## src/rtl/apb_pic_loader_if.sv

```systemverilog
// APB bus bundle for the picture loader.
// Carries the APB3 completer-side signals: address, write data, control
// strobes (PSEL/PENABLE/PWRITE) and the response (PRDATA/PREADY/PSLVERR).
// The slave modport is used by apb_pic_loader; the master modport by
// whatever drives the bus (CPU bridge or testbench).
interface apb_pic_loader_if;
    logic [31:0] PADDR;
    logic [31:0] PWDATA;
    logic        PWRITE;
    logic        PSEL;
    logic        PENABLE;
    logic [31:0] PRDATA;
    logic        PREADY;
    logic        PSLVERR;

    modport slave (
        input  PADDR, PWDATA, PWRITE, PSEL, PENABLE,
        output PRDATA, PREADY, PSLVERR
    );

    modport master (
        output PADDR, PWDATA, PWRITE, PSEL, PENABLE,
        input  PRDATA, PREADY, PSLVERR
    );
endinterface

```

## src/rtl/apb_pic_loader.sv

```systemverilog
// apb_pic_loader
// Buffers 32-bit picture words written by the CPU over APB in a small FIFO
// and streams them to the conv engine as bytes (LSB byte of each word first)
// with a valid/ready handshake once the engine raises need_pic_i.
//
// Ports:
//   HCLK, HRESETn     clock and asynchronous active-low reset
//   apb (slave)       APB register port: CTRL/STATUS 0x00, DATA 0x04,
//                     LEN 0x08, REMAIN 0x0C; zero wait states
//   irq_o             level interrupt, done & irq_en
//   need_pic_i        conv engine requests a picture
//   pix_data_o        pixel byte
//   pix_valid_o       pixel valid
//   pix_ready_i       consumer ready
//   pix_last_o        final pixel of the frame, qualified by pix_valid_o
module apb_pic_loader #(
    parameter int DEPTH = 16,
    parameter int LEN_W = 16
) (
    input  logic               HCLK,
    input  logic               HRESETn,
    apb_pic_loader_if.slave    apb,
    output logic               irq_o,
    input  logic               need_pic_i,
    output logic [7:0]         pix_data_o,
    output logic               pix_valid_o,
    input  logic               pix_ready_i,
    output logic               pix_last_o
);

    localparam int AW = $clog2(DEPTH);

    typedef enum logic [1:0] {IDLE, WAIT_REQ, STREAM, DONE} state_t;

    state_t             state_q, state_d;

    logic [31:0]        mem [DEPTH];
    logic [AW-1:0]      wr_ptr_q, rd_ptr_q;
    logic [AW:0]        count_q;
    logic               fifo_full, fifo_empty;

    logic [31:0]        word_q;
    logic [1:0]         idx_q;
    logic               unpack_valid_q;

    logic [LEN_W-1:0]   len_q, remain_q;
    logic               done_q, irq_en_q;

    logic               apb_wr, apb_rd;
    logic [1:0]         reg_sel;
    logic               ctrl_wr, data_wr, len_wr;
    logic               soft_clear, start, done_w1c;
    logic               hs, last_beat, need_load, pop, push;
    logic [7:0]         level8;
    logic               unused_addr_bits;

    // APB decode: only PADDR[3:2] select a register.
    assign apb_wr     = apb.PSEL & apb.PENABLE & apb.PWRITE;
    assign apb_rd     = apb.PSEL & apb.PENABLE & ~apb.PWRITE;
    assign reg_sel    = apb.PADDR[3:2];
    assign ctrl_wr    = apb_wr & (reg_sel == 2'd0);
    assign data_wr    = apb_wr & (reg_sel == 2'd1);
    assign len_wr     = apb_wr & (reg_sel == 2'd2);
    assign unused_addr_bits = ^{apb.PADDR[31:4], apb.PADDR[1:0]};

    assign soft_clear = ctrl_wr & apb.PWDATA[2];
    assign done_w1c   = ctrl_wr & apb.PWDATA[3];
    assign start      = ctrl_wr & apb.PWDATA[0] & ~soft_clear &
                        (state_q == IDLE) & (len_q != '0);

    assign fifo_full  = (count_q == (AW+1)'(DEPTH));
    assign fifo_empty = (count_q == '0);

    // Stream handshake and word refill. A refill happens either when the
    // unpack register is empty, or on the handshake of byte 3 so the next
    // word's byte 0 follows with no bubble. The frame's final byte never
    // refills: remaining FIFO words belong to the next frame.
    assign hs        = unpack_valid_q & pix_ready_i & (state_q == STREAM);
    assign last_beat = (remain_q == LEN_W'(1));
    assign need_load = (state_q == STREAM) &
                       (~unpack_valid_q | (hs & (idx_q == 2'd3) & ~last_beat));
    assign pop       = need_load & ~fifo_empty & ~soft_clear;

    // A push into a full FIFO still succeeds if a pop frees a slot the same cycle.
    assign push        = data_wr & (~fifo_full | pop);
    assign apb.PSLVERR = data_wr & fifo_full & ~pop;
    assign apb.PREADY  = 1'b1;

    assign level8 = 8'(count_q);

    // FSM state register.
    always_ff @(posedge HCLK or negedge HRESETn) begin
        if (!HRESETn) state_q <= IDLE;
        else          state_q <= state_d;
    end

    // FSM next-state logic; soft_clear overrides everything.
    always_comb begin
        state_d = state_q;
        case (state_q)
            IDLE:     if (start)            state_d = WAIT_REQ;
            WAIT_REQ: if (need_pic_i)       state_d = STREAM;
            STREAM:   if (hs && last_beat)  state_d = DONE;
            DONE:                           state_d = IDLE;
            default:                        state_d = IDLE;
        endcase
        if (soft_clear) state_d = IDLE;
    end

    // FIFO pointers and occupancy.
    always_ff @(posedge HCLK or negedge HRESETn) begin
        if (!HRESETn) begin
            wr_ptr_q <= '0;
            rd_ptr_q <= '0;
            count_q  <= '0;
        end else if (soft_clear) begin
            wr_ptr_q <= '0;
            rd_ptr_q <= '0;
            count_q  <= '0;
        end else begin
            if (push) wr_ptr_q <= wr_ptr_q + 1'b1;
            if (pop)  rd_ptr_q <= rd_ptr_q + 1'b1;
            case ({push, pop})
                2'b10:   count_q <= count_q + 1'b1;
                2'b01:   count_q <= count_q - 1'b1;
                default: count_q <= count_q;
            endcase
        end
    end

    // FIFO storage; contents need no reset since occupancy guards reads.
    always_ff @(posedge HCLK) begin
        if (push) mem[wr_ptr_q] <= apb.PWDATA;
    end

    // Unpack register: one word and the index of the byte being presented.
    always_ff @(posedge HCLK or negedge HRESETn) begin
        if (!HRESETn) begin
            word_q         <= '0;
            idx_q          <= '0;
            unpack_valid_q <= 1'b0;
        end else if (soft_clear || (hs && last_beat)) begin
            idx_q          <= '0;
            unpack_valid_q <= 1'b0;
        end else if (pop) begin
            word_q         <= mem[rd_ptr_q];
            idx_q          <= '0;
            unpack_valid_q <= 1'b1;
        end else if (hs) begin
            idx_q <= idx_q + 1'b1;
            if (idx_q == 2'd3) unpack_valid_q <= 1'b0;
        end
    end

    // Frame registers: LEN, pixels remaining, sticky done and irq enable.
    always_ff @(posedge HCLK or negedge HRESETn) begin
        if (!HRESETn) begin
            len_q    <= '0;
            remain_q <= '0;
            done_q   <= 1'b0;
            irq_en_q <= 1'b0;
        end else begin
            if (len_wr && state_q == IDLE) len_q <= apb.PWDATA[LEN_W-1:0];
            if (ctrl_wr) irq_en_q <= apb.PWDATA[1];

            if (soft_clear)   remain_q <= '0;
            else if (start)   remain_q <= len_q;
            else if (hs)      remain_q <= remain_q - 1'b1;

            // Setting from DONE wins over a same-cycle write-one-to-clear.
            if (soft_clear)             done_q <= 1'b0;
            else if (state_q == DONE)   done_q <= 1'b1;
            else if (done_w1c)          done_q <= 1'b0;
        end
    end

    // APB read mux; reads 0 outside a read access phase.
    always_comb begin
        apb.PRDATA = '0;
        if (apb_rd) begin
            case (reg_sel)
                2'd0: apb.PRDATA = {16'h0, level8, 2'b00, irq_en_q, done_q,
                                    need_pic_i, fifo_empty, fifo_full,
                                    (state_q != IDLE)};
                2'd2: apb.PRDATA = 32'(len_q);
                2'd3: apb.PRDATA = 32'(remain_q);
                default: apb.PRDATA = '0;
            endcase
        end
    end

    assign pix_valid_o = unpack_valid_q;
    assign pix_data_o  = unpack_valid_q ? word_q[{idx_q, 3'b000} +: 8] : 8'h00;
    assign pix_last_o  = unpack_valid_q & last_beat;
    assign irq_o       = done_q & irq_en_q;

endmodule
```

## src/flat_wrapper.sv

```systemverilog
// flat-port wrapper written by rule: the top's interface ports become plain ports
module apb_pic_loader_flat 
#(
    parameter int DEPTH = 16,
    parameter int LEN_W = 16
)
  (HCLK, HRESETn, irq_o, need_pic_i, pix_data_o, pix_valid_o, pix_ready_i, pix_last_o, apb_PADDR, apb_PWDATA, apb_PWRITE, apb_PSEL, apb_PENABLE, apb_PRDATA, apb_PREADY, apb_PSLVERR);
  apb_pic_loader_if apb_i ();
  input  logic HCLK;
  input  logic HRESETn;
  output logic irq_o;
  input  logic need_pic_i;
  output logic [7:0] pix_data_o;
  output logic pix_valid_o;
  input  logic pix_ready_i;
  output logic pix_last_o;
  input wire logic [$bits(apb_i.PADDR)-1:0] apb_PADDR;
  input wire logic [$bits(apb_i.PWDATA)-1:0] apb_PWDATA;
  input wire logic [$bits(apb_i.PWRITE)-1:0] apb_PWRITE;
  input wire logic [$bits(apb_i.PSEL)-1:0] apb_PSEL;
  input wire logic [$bits(apb_i.PENABLE)-1:0] apb_PENABLE;
  output wire logic [$bits(apb_i.PRDATA)-1:0] apb_PRDATA;
  output wire logic [$bits(apb_i.PREADY)-1:0] apb_PREADY;
  output wire logic [$bits(apb_i.PSLVERR)-1:0] apb_PSLVERR;
  assign apb_i.PADDR = apb_PADDR;
  assign apb_i.PWDATA = apb_PWDATA;
  assign apb_i.PWRITE = apb_PWRITE;
  assign apb_i.PSEL = apb_PSEL;
  assign apb_i.PENABLE = apb_PENABLE;
  assign apb_PRDATA = apb_i.PRDATA;
  assign apb_PREADY = apb_i.PREADY;
  assign apb_PSLVERR = apb_i.PSLVERR;
  apb_pic_loader #(.DEPTH(DEPTH), .LEN_W(LEN_W)) u_core (.HCLK(HCLK), .HRESETn(HRESETn), .apb(apb_i), .irq_o(irq_o), .need_pic_i(need_pic_i), .pix_data_o(pix_data_o), .pix_valid_o(pix_valid_o), .pix_ready_i(pix_ready_i), .pix_last_o(pix_last_o));
endmodule
```

## config.mk

```make
export PLATFORM = sky130hd
export DESIGN_NAME = apb_pic_loader_flat
export DESIGN_NICKNAME = d
export VERILOG_FILES = /design/src/rtl/apb_pic_loader_if.sv /design/src/rtl/apb_pic_loader.sv /design/src/flat_wrapper.sv
export SDC_FILE = /design/constraint.sdc
export NUM_CORES = 1
export LEC_CHECK = 0
export CORE_ASPECT_RATIO = 1.4
export CORE_MARGIN = 5
export CORE_UTILIZATION = 65
export CTS_CLUSTER_DIAMETER = 120
export CTS_CLUSTER_SIZE = 10
export DETAILED_ROUTE_END_ITERATION = 8
export PLACE_DENSITY = 0.82
export SLEW_MARGIN = 15
export SYNTH_ARGS = -nofsm -noshare
export SYNTH_HDL_FRONTEND = slang
export SYNTH_SLANG_ARGS = --single-unit
```

## constraint.sdc

```tcl
create_clock -name HCLK -period 9.4 [get_ports HCLK]
set_input_delay 0.94 -clock HCLK [delete_from_list [all_inputs] [get_ports HCLK]]
set_output_delay 0.94 -clock HCLK [all_outputs]
set_load 0.05 [all_outputs]
```

; Yosys cells after proc, flatten, opt, wreduce, memory -nomap -nowiden
; Memories as Yosys holds them, arrays and structs flattened. A register that Yosys moved wholly into a read port is not among the register bits.
; Index checks and enable logic that the tools add are counted.
; W data, S select, Z words.
[totals]
reg_bits = 52
latch_bits = 0
ram_bits = 512
romBits = 0
inputBits = 71
mem_count = 1
[mem_list]
columns = name, depth, width, read_ports, rd_clocked_by_memory_dff, write_ports, line
row1 = u_core.mem, 16, 32, 1, 1, 1, apb_pic_loader.sv:37  ; logic [31:0] mem [DEPTH];
[op_classes]
add_sub_neg = 6
mul = 0
n_div = 0
order_cmp = 0
eq_ne = 14
n_shift = 1
mux = 29
bitwise_logic = 34
n_reduce_logical = 19
[op_table]
columns = operator, n
row1 = $mux W16, 4
row2 = $pmux W16 S3, 1
row3 = $shiftx A32 B6 Y8, 1
row4 = $and A1 B1 Y1, 24
row5 = $eq A16 B1 Y1 const B, 1
row6 = $mux W4, 4
row7 = $reduce_bool A16 Y1, 1
row8 = $sub A16 B1 Y16 const B, 1
row9 = $reduce_bool A3 Y1, 5
row10 = $mux W2, 7
row11 = $eq A2 B2 Y1 const B, 6
row12 = $pmux W5 S2, 1
row13 = $mux W1, 9
row14 = $add A4 B1 Y4 const B, 2
row15 = $mux W8, 1
row16 = $not A1 Y1, 8
row17 = $pmux W2 S4, 1
row18 = $eq A2 B1 Y1 const B, 3
row19 = $ne A3 B2 Y1 const B, 2
row20 = $reduce_bool A2 Y1, 3
row21 = $add A5 B1 Y5 const B, 1
row22 = $eq A5 B5 Y1 const B, 1
row23 = $logic_not A5 Y1, 1
row24 = $mux W5, 1
row25 = 10 further kinds, 14

; Logic depth before layout (Yosys ltp)
; Gate-level depths: netlist (run 1).
[logic_depth]
ltp_word = 13
ltp_mapped = 16
ltp_nobuf = 14

; Worst setup path after synthesis (run 1)
; No wires, ideal clock.
[synth_path]
kind = input to register
startpoint = input apb_PADDR[3]
endpoint = memory u_core.mem[0][0], enable pin
t_arrival_ns = 5.267
required_ns = 8.887
setup_slack_ns = 3.620
path_stages = 7
n_path_buf = 2
cell_sequence = buf_2 > nor3b_1 > and2_0 > clkbuf_1 > a211oi_2 > o21ai_4 > nor4b_1
[synth_between]
elab_chain_cells = 9
elab_cells_between_ends = 11
[synth_lines]
columns = element, line
row1 = from (decl), flat_wrapper.sv:17  ; input wire logic [$bits(apb_i.PADDR)-1:0] apb_PADDR;
row2 = $logic_not A2 Y1, apb_pic_loader.sv:61  ; assign ctrl_wr = apb_wr & (reg_sel == 2'd0);
row3 = $and A1 B1 Y1, apb_pic_loader.sv:61
row4 = $and A1 B1 Y1, apb_pic_loader.sv:66  ; assign soft_clear = ctrl_wr & apb.PWDATA[2];
row5 = $not A1 Y1, apb_pic_loader.sv:82  ; assign pop = need_load & ~fifo_empty & ~soft_clear;
row6 = $and A1 B1 Y1, apb_pic_loader.sv:82
row7 = $or A1 B1 Y1, apb_pic_loader.sv:85  ; assign push = data_wr & (~fifo_full | pop);
row8 = $and A1 B1 Y1 *, apb_pic_loader.sv:85
row9 = $mux W1 *, apb_pic_loader.sv:133  ; if (push) mem[wr_ptr_q] <= apb.PWDATA;
row10 = $mux W1 (implied by the code) *, apb_pic_loader.sv:133
row11 = to (decl), apb_pic_loader.sv:37
; Mark *: on every way between the ends. The rest lies on a longest branch, timed or not.

; Worst setup path in the final report (run 1)
[layout_path]
startpoint = input apb_PADDR[2]
endpoint = output apb_PSLVERR
[layout_between]
elab_chain_cells = 7
elab_cells_between_ends = 10
[layout_lines]
columns = element, line
row1 = $logic_not A2 Y1, apb_pic_loader.sv:61
row2 = $and A1 B1 Y1, apb_pic_loader.sv:61
row3 = $and A1 B1 Y1, apb_pic_loader.sv:66
row4 = $not A1 Y1, apb_pic_loader.sv:82
row5 = $and A1 B1 Y1, apb_pic_loader.sv:82
row6 = $not A1 Y1, apb_pic_loader.sv:86  ; assign apb.PSLVERR = data_wr & fifo_full & ~pop;
row7 = $and A1 B1 Y1 *, apb_pic_loader.sv:86
row8 = to (decl), flat_wrapper.sv:24  ; output wire logic [$bits(apb_i.PSLVERR)-1:0] apb_PSLVERR;
; Marks and branches as above.

==> results of run 1 <==
==> metal layers <==
layer	vias up	part of all wire, %
met5	-	0.020
met3	187	9.5
met4	2	4.9
met1	7036	35
met2	937	51
li1	5609	-
==> critical path, stage by stage <==
cell and delay, ps:
sky130_fd_sc_hd__clkdlybuf4s50_1 1120, sky130_fd_sc_hd__inv_1 200, sky130_fd_sc_hd__nor3_1 460, sky130_fd_sc_hd__nor3b_1 280, sky130_fd_sc_hd__clkdlybuf4s50_1 870
==> synth_stat cells, types with 3 or more instances <==
cell	instances	area [um2]
sky130_fd_sc_hd__a211oi_1	26	195
sky130_fd_sc_hd__a21oi_1	33	165
sky130_fd_sc_hd__a22oi_1	10	75.1
sky130_fd_sc_hd__and2_1	10	62.6
sky130_fd_sc_hd__and3_1	6	37.5
sky130_fd_sc_hd__buf_1	5	18.8
sky130_fd_sc_hd__buf_2	28	140
sky130_fd_sc_hd__buf_4	24	180
sky130_fd_sc_hd__buf_6	4	45.0
sky130_fd_sc_hd__clkbuf_1	34	128
sky130_fd_sc_hd__dfrtp_1	84	2100
sky130_fd_sc_hd__edfxtp_1	512	15400
sky130_fd_sc_hd__ha_1	17	213
sky130_fd_sc_hd__inv_1	17	63.8
sky130_fd_sc_hd__mux2_2	29	327
sky130_fd_sc_hd__mux2i_1	75	751
sky130_fd_sc_hd__mux4_2	104	2340
sky130_fd_sc_hd__nand2_1	55	206
sky130_fd_sc_hd__nand2b_1	3	18.8
sky130_fd_sc_hd__nand3_1	9	45.0
sky130_fd_sc_hd__nand4_1	7	43.8
sky130_fd_sc_hd__nor2_1	47	176
sky130_fd_sc_hd__nor2b_1	4	25.0
sky130_fd_sc_hd__nor3_1	19	95.1
sky130_fd_sc_hd__nor3b_1	3	22.5
sky130_fd_sc_hd__nor4_1	8	50.1
sky130_fd_sc_hd__nor4b_1	8	70.1
sky130_fd_sc_hd__o211ai_1	3	22.5
sky130_fd_sc_hd__o21ai_0	11	55.1
sky130_fd_sc_hd__o221ai_1	14	123
sky130_fd_sc_hd__o22ai_1	51	319
sky130_fd_sc_hd__o31ai_1	15	113
sky130_fd_sc_hd__o31ai_2	20	250
sky130_fd_sc_hd__or2_2	3	18.8
sky130_fd_sc_hd__xnor2_1	11	96.3
sky130_fd_sc_hd__xor2_1	5	43.8
==> power by group <==
part / internal (uW) / total, uW / switching, uW
Combinational: 950 / 2190 / 1240
Clock: 1430 / 2420 / 981
Sequential: 3060 / 3390 / 331
Total: 5440 / 7990 / 2550
==> area by class of cell <==
type                       count  share of cell area, %
multi-input combinational    654                   23.4
clock inverter                 2                  0.141
tap                          473                   2.15
inverter                      19                  0.259
sequential                   596                   63.6
timing repair buffer         101                   3.37
clock buffer                 121                   7.14
==> cell families (layout without fill, tap and decap cells) <==
group	count (synthesis)	count (layout)	synth area share (%)
other	2	17	0.0309
buffers and inverters	115	243	2.42
AOI/OAI and AO/OA	197	197	5.94
DFF	596	596	71.8
and+or+nand+nor	197	197	4.17
muxes	209	209	14.1
adders and majority gates	18	18	0.956
xor gates and xnor gates	16	16	0.576
==> metrics by stage <==
step / area, um2 / setup slack, ps / std cells / hold slack [ps]
finish: 27500 / 4590 / 1966 / 215
global placement: 25500 / 4280 / 1843 / 458
detailed placement: 25500 / 4200 / 1843 / 472
CTS: 27500 / 4620 / 1966 / 203
global route: 27500 / 4490 / 1966 / 227
floorplan: 24400 / 3620 / 1365 / 443
==> final timing paths <==
check / startpoint / endpoint / slack [ps] / depth (start not counted)
worst max-delay path: apb_PADDR[2] / apb_PSLVERR / 4590 / 5
worst min-delay path: HRESETn / u_core.word_q[15] / 220 / 1
worst max register to register: u_core.remain_q[4] / u_core.count_q[4] / 5260 / 12
worst min register to register: u_core.word_q[13] / u_core.word_q[13] / 480 / 2
max in group asynchronous: HRESETn / u_core.rd_ptr_q[0] / 7790 / 2
min in group HCLK: u_core.word_q[13] / u_core.word_q[13] / 480 / 2
==> state kept, by name, indices dropped and copies added (netlist names) <==
signal,count
u_core.irq_en_q,1
u_core.rd_ptr_q,4
u_core.word_q,32
u_core.pix_valid_o,1
u_core.len_q,16
u_core.mem,512
u_core.wr_ptr_q,4
u_core.state_q,2
u_core.remain_q,16
u_core.done_q,1
u_core.count_q,5
u_core.idx_q,2
==> impl_metrics.prom, run 1 <==
# TYPE chip_impl_metric gauge
chip_impl_info{name="mostFrequentLayoutCells",value="512 x sky130_fd_sc_hd__edfxtp_1, 104 x sky130_fd_sc_hd__mux4_2, 82 x sky130_fd_sc_hd__dfrtp_1"} 1
chip_impl_metric{name="post_cts_setup_buffer_count",unit=""} 0
chip_impl_metric{name="hpwl",unit="mm"} 31.2
chip_impl_metric{name="resized_gates_after_cts",unit=""} 0
chip_impl_metric{name="timing.final.hold_violations",unit=""} 0
chip_impl_metric{name="floorplan.initialDensity",unit="%"} 65.2
chip_impl_metric{name="timing_worst_slew_pin_value",unit="ps"} 1090
chip_impl_metric{name="synth-edff-count",unit=""} 512
chip_impl_metric{name="final_min_period_over_clock_period",unit="%"} 51.2
chip_impl_metric{name="grtUsageMet3",unit="%"} 5.06
chip_impl_metric{name="nFillCells",unit=""} 2105
chip_impl_metric{name="netlist_instances",unit=""} 1350
chip_impl_metric{name="timing.final.setup_violations",unit=""} 0
chip_impl_metric{name="top_level_ports",unit=""} 116
chip_impl_metric{name="cap_viol_max_count",unit=""} 0
chip_impl_metric{name="ctsHoldBuffers",unit=""} 0
chip_impl_metric{name="grt_antenna_before_repair",unit=""} 1
chip_impl_metric{name="design_power_total",unit="uW"} 7990
chip_impl_metric{name="groute.layer.met1.usage",unit="%"} 37.7
chip_impl_metric{name="layout.area.seq",unit="um2"} 17500
chip_impl_metric{name="critical_path_required",unit="ps"} 8460
chip_impl_metric{name="clk_path_buf_depth",unit=""} 3
chip_impl_metric{name="post_synth_instance_area",unit="um2"} 24300
chip_impl_metric{name="multi_input_comb_area",unit="um2"} 6420
chip_impl_info{name="run_status",value="complete, no violations"} 1
chip_impl_metric{name="port-buffer-count",unit=""} 68
chip_impl_metric{name="wl_per_cell",unit="um"} 30.5
chip_impl_info{name="mostFrequentLayoutCell",value="sky130_fd_sc_hd__edfxtp_1"} 1
chip_impl_info{name="synth_flop_type",value="sky130_fd_sc_hd__edfxtp_1"} 1
chip_impl_info{name="setup.worst_path.end_class",value="output pin"} 1
chip_impl_info{name="clk_root_buffer_cell",value="sky130_fd_sc_hd__clkbuf_16"} 1
chip_impl_metric{name="clk_pin_slew_worst_paths",unit="ps"} 60
chip_impl_metric{name="clock-sinks",unit=""} 596
chip_impl_info{name="gr-max-usage-layer",value="met2"} 1
chip_impl_metric{name="postSynthRegisterBits",unit=""} 596
chip_impl_metric{name="max_slew_margin",unit="%"} 27.1
chip_impl_metric{name="pwr_cell_area",unit="nW/um2"} 290
chip_impl_metric{name="cts_max_level",unit=""} 3
chip_impl_metric{name="flow.area_growth_from_synthesis",unit="%"} 13.0
chip_impl_metric{name="post-route-util",unit="%"} 73.7
chip_impl_info{name="critical_path.startpoint_type",value="primary input"} 1
chip_impl_metric{name="clk-insertion-delay-late",unit="ps"} 580
chip_impl_metric{name="core_area",unit="um2"} 37300
chip_impl_metric{name="final_setup_tns",unit="ps"} 0
chip_impl_metric{name="detail_route.drc_violations",unit=""} 0
chip_impl_metric{name="postSynthAreaPerCell",unit="um2"} 18.0
chip_impl_metric{name="synth-async-reset-ratio",unit="%"} 14.1
chip_impl_metric{name="cp_data_arrival_time",unit="ps"} 3870
chip_impl_metric{name="power.leakage",unit="uW"} 0.00926
chip_impl_metric{name="antenna_cell_count",unit=""} 0
chip_impl_metric{name="ys_seq_area_share",unit="%"} 71.8
chip_impl_metric{name="groute.layer.met2.usage",unit="%"} 49.2
chip_impl_info{name="timing.setup.critical_path_class",value="primary input to output pin"} 1
chip_impl_metric{name="final_antenna_net_count",unit=""} 0
chip_impl_info{name="rsz0062_at_grt",value="no"} 1
chip_impl_metric{name="wl",unit="mm"} 59.9
chip_impl_metric{name="vdd_ir_drop_max",unit="uV"} 184
chip_impl_metric{name="post_route_cells_drive_above_1_share",unit="%"} 19.4
chip_impl_metric{name="die_h",unit="um"} 239
chip_impl_info{name="tritoncts",value="built"} 1
chip_impl_info{name="hold_path.class",value="primary input to async pin"} 1
chip_impl_metric{name="core.rowCount",unit=""} 84
chip_impl_metric{name="critical_path.max_fanout",unit=""} 21
chip_impl_metric{name="global_route.usage.total",unit="%"} 29.3
chip_impl_metric{name="finalWeightedCongestion",unit=""} 0.895
chip_impl_metric{name="layout_min_cycle_time",unit="ps"} 4810
chip_impl_metric{name="warnings_synthesis",unit=""} 0
chip_impl_metric{name="residual_overflow_from_global_routing",unit=""} 0
chip_impl_metric{name="die_area",unit="um2"} 41500
chip_impl_metric{name="grt_first_pass_wirelength",unit="mm"} 89.6
chip_impl_metric{name="via_count",unit=""} 13800
chip_impl_metric{name="detailedRoute.firstPassIterationCount",unit=""} 5
chip_impl_metric{name="cts_inserted_buffers",unit=""} 69
chip_impl_metric{name="die-width",unit="um"} 174
chip_impl_metric{name="final-max-slew-violation-count",unit=""} 0
chip_impl_metric{name="mean_number_of_vias_per_cell",unit=""} 7.00
chip_impl_metric{name="first_global_vias",unit=""} 14200
chip_impl_metric{name="fmaxAchievable",unit="MHz"} 208
chip_impl_metric{name="dr.first_iter.drc_count",unit=""} 1735
chip_impl_metric{name="finalNetCount",unit=""} 1530
chip_impl_metric{name="clock_skew",unit="ps"} 16.6
chip_impl_metric{name="grt_max_degree",unit=""} 72
chip_impl_metric{name="post_synth_num_cell_types",unit=""} 62
Power figures use the tool's default switching activity.
==> inputs of run 2 (changes only) <==
Settings changed: CORE_UTILIZATION 65 to 60, PLACE_DENSITY 0.82 to 0.76.
Clock period 9.4 ns to 4.8 ns, I/O delays scaled along.
==> run 2 against run 1 <==
Critical path depth is 7 higher. Cell count is 3.3% higher. Highest routed layer is now met4. Sequential power is 96% higher. Critical endpoint is now u_core.count_q[4]. Critical path type is now flop to flop. Core utilization is 4.9 points lower. Sequential share of layout area is 0.33 points lower. Power is 96% higher. Count of clock-buffer cells in the layout is 1 higher. Combinational power is 94% higher. Clock power is 97% higher.
==> impl_metrics.prom, run 2 (synthesized netlist as in run 1, its figures left out) <==
# TYPE chip_impl_metric gauge
chip_impl_metric{name="final_min_period_over_clock_period",unit="%"} 84.6
chip_impl_info{name="reg.largest.list",value="u_core.mem x512, u_core.word_q x32"} 1
chip_impl_metric{name="dp_worst_setup_slack",unit="ps"} 605
chip_impl_metric{name="pwr_cell_area",unit="nW/um2"} 565
chip_impl_metric{name="cp_data_arrival_time",unit="ps"} 4560
chip_impl_metric{name="mean_number_of_vias_per_cell",unit=""} 6.60
chip_impl_metric{name="layout.area.seq",unit="um2"} 17500
chip_impl_metric{name="hpwl",unit="mm"} 30.4
chip_impl_metric{name="nFillCells",unit=""} 2497
chip_impl_metric{name="post_cts_setup_buffer_count",unit=""} 0
chip_impl_metric{name="power.leakage",unit="uW"} 0.00928
chip_impl_metric{name="flow.area_growth_from_synthesis",unit="%"} 13.6
chip_impl_metric{name="clk-insertion-delay-late",unit="ps"} 590
chip_impl_info{name="mostFrequentLayoutCell",value="sky130_fd_sc_hd__edfxtp_1"} 1
chip_impl_metric{name="resized_gates_after_cts",unit=""} 0
chip_impl_metric{name="antenna_cell_count",unit=""} 0
chip_impl_metric{name="die_h",unit="um"} 248
chip_impl_metric{name="ctsHoldBuffers",unit=""} 0
chip_impl_info{name="hold_path.class",value="primary input to async pin"} 1
chip_impl_metric{name="die-width",unit="um"} 180
chip_impl_metric{name="fmaxAchievable",unit="MHz"} 246
chip_impl_metric{name="detailedRoute.firstPassIterationCount",unit=""} 7
chip_impl_info{name="rsz0062_at_grt",value="no"} 1
chip_impl_metric{name="timing.final.setup_violations",unit=""} 0
chip_impl_metric{name="finalWeightedCongestion",unit=""} 0.917
chip_impl_metric{name="max_slew_margin",unit="%"} 22.7
chip_impl_metric{name="layout_min_cycle_time",unit="ps"} 4060
chip_impl_info{name="mostFrequentLayoutCells",value="512 x sky130_fd_sc_hd__edfxtp_1, 104 x sky130_fd_sc_hd__mux4_2, 82 x sky130_fd_sc_hd__dfrtp_1"} 1
chip_impl_metric{name="grt_first_pass_wirelength",unit="mm"} 86.0
chip_impl_info{name="registers.top_by_ff_count",value="u_core.mem"} 1
chip_impl_metric{name="clk_pin_slew_worst_paths",unit="ps"} 60
chip_impl_metric{name="dr.first_iter.drc_count",unit=""} 1423
chip_impl_metric{name="wl_per_cell",unit="um"} 27.9
chip_impl_metric{name="cap_viol_max_count",unit=""} 0
chip_impl_metric{name="top_level_ports",unit=""} 116
chip_impl_metric{name="critical_path_required",unit="ps"} 5300
chip_impl_metric{name="cts_inserted_buffers",unit=""} 69
chip_impl_metric{name="final_setup_tns",unit="ps"} 0
chip_impl_metric{name="numPlacedInstances",unit=""} 1904
chip_impl_metric{name="critical_path.max_fanout",unit=""} 19
chip_impl_metric{name="timing_worst_slew_pin_value",unit="ps"} 1160
chip_impl_metric{name="wl",unit="mm"} 56.7
chip_impl_metric{name="residual_overflow_from_global_routing",unit=""} 0
chip_impl_info{name="clk_root_buffer_cell",value="sky130_fd_sc_hd__clkbuf_16"} 1
chip_impl_metric{name="first_global_vias",unit=""} 13700
chip_impl_metric{name="global_route.usage.total",unit="%"} 25.7
chip_impl_metric{name="core.rowCount",unit=""} 87
chip_impl_metric{name="finalNetCount",unit=""} 1530
chip_impl_metric{name="stdcell_count",unit=""} 2031
chip_impl_metric{name="cts_max_level",unit=""} 3
chip_impl_info{name="timing.setup.critical_path_class",value="flop to flop"} 1
chip_impl_metric{name="grt_max_degree",unit=""} 65
chip_impl_metric{name="via_count",unit=""} 13400
chip_impl_metric{name="post_route_cells_drive_above_1_share",unit="%"} 19.5
chip_impl_metric{name="floorplan.initialDensity",unit="%"} 60.6
chip_impl_metric{name="timing.final.hold_violations",unit=""} 0
chip_impl_metric{name="die_area",unit="um2"} 44700
chip_impl_metric{name="final-max-slew-violation-count",unit=""} 0
chip_impl_metric{name="detail_route.drc_violations",unit=""} 0
chip_impl_metric{name="vdd_ir_drop_max",unit="uV"} 407
chip_impl_info{name="run_status",value="complete, no violations"} 1
chip_impl_metric{name="clock_skew",unit="ps"} 19.8
chip_impl_metric{name="grt_antenna_before_repair",unit=""} 0
chip_impl_metric{name="core_area",unit="um2"} 40200
chip_impl_info{name="tritoncts",value="built"} 1
chip_impl_info{name="critical_path.startpoint_type",value="flop"} 1
chip_impl_metric{name="final.setup.worst_slack",unit="ps"} 739
chip_impl_metric{name="largest_reg_flops",unit=""} 512
chip_impl_metric{name="clk_path_buf_depth",unit=""} 3
chip_impl_metric{name="port-buffer-count",unit=""} 68
chip_impl_info{name="setup.worst_path.end_class",value="flop"} 1
chip_impl_metric{name="clock-sinks",unit=""} 596
chip_impl_metric{name="multi_input_comb_area",unit="um2"} 6420
chip_impl_metric{name="final_antenna_net_count",unit=""} 0
[run 2: changes by cell type in the layout (fill, tap and decap cells not counted)]
cell,delta
sky130_fd_sc_hd__buf_12,+2
sky130_fd_sc_hd__buf_4,-2
sky130_fd_sc_hd__clkinv_8,+2
sky130_fd_sc_hd__clkbuf_1,+1
sky130_fd_sc_hd__inv_6,+1
sky130_fd_sc_hd__nor2_1,+1
sky130_fd_sc_hd__nor2_2,-1
[run 2: where the power goes]
| part | switching (uW) | internal [uW] | total (uW) | leakage [uW] |
|---|---|---|---|---|
| sequential | 640 | 5990 | 6630 | 0.00565 |
| clock | 1940 | 2830 | 4760 | 0.000972 |
| combinational | 2350 | 1890 | 4240 | 0.00267 |
[run 2: path summary, 6_finish.rpt]
| path | from | cells past startpoint | slack (ps) | endpoint |
|---|---|---|---|---|
| min in group HCLK | u_core.word_q[2] | 2 | 480 | u_core.word_q[2] |
| min reg2reg | u_core.word_q[2] | 2 | 480 | u_core.word_q[2] |
| max in group asynchronous | HRESETn | 2 | 3820 | u_core.len_q[1] |
| min | HRESETn | 1 | 10 | u_core.count_q[1] |
| max | u_core.remain_q[13] | 12 | 740 | u_core.count_q[4] |
| max reg2reg | u_core.remain_q[13] | 12 | 740 | u_core.count_q[4] |
[run 2: per-stage QoR]
step           utilization [%]  area, um2  power (uW)  hold slack (ps)
2_1_floorplan                -      24400        9670              184
3_3_place_gp              63.7      25600       10800              462
3_5_place_dp              63.7      25600       10900              473
4_1_cts                   68.8      27600       15700             35.0
5_1_grt                   68.8      27600       16300             68.6
6_report                  68.8      27600       15600             10.3
[run 2: worst max-delay path, stage by stage (launching register included)]
cell and delay (ps):
sky130_fd_sc_hd__dfrtp_1 450, sky130_fd_sc_hd__nor4_1 510, sky130_fd_sc_hd__and4_1 400, sky130_fd_sc_hd__a211oi_2 150, sky130_fd_sc_hd__o21ai_4 630, sky130_fd_sc_hd__ha_1 350
sky130_fd_sc_hd__inv_1 100, sky130_fd_sc_hd__fa_1 380, sky130_fd_sc_hd__nor2b_1 150, sky130_fd_sc_hd__o21ai_0 120, sky130_fd_sc_hd__and3_1 210, sky130_fd_sc_hd__or4_1 390
sky130_fd_sc_hd__a21oi_1 160
[run 2: area by class of cell]
class	instances	share of cell area [%]
inverter	19	0.258
clock inverter	5	0.290
sequential	596	63.2
timing repair buffer	101	3.44
clock buffer	122	7.12
multi-input combinational	654	23.2
tap	534	2.42
[run 2: metal layers]
layer  track usage (%)  part of all wire (%)  vias to the layer above
li1                  -                     -                     5618
met1              33.8                    37                     6908
met2              42.8                    50                      728
met3              4.44                   8.2                      148
met4              12.0                   4.6                        0
met5                 0                     0                        -
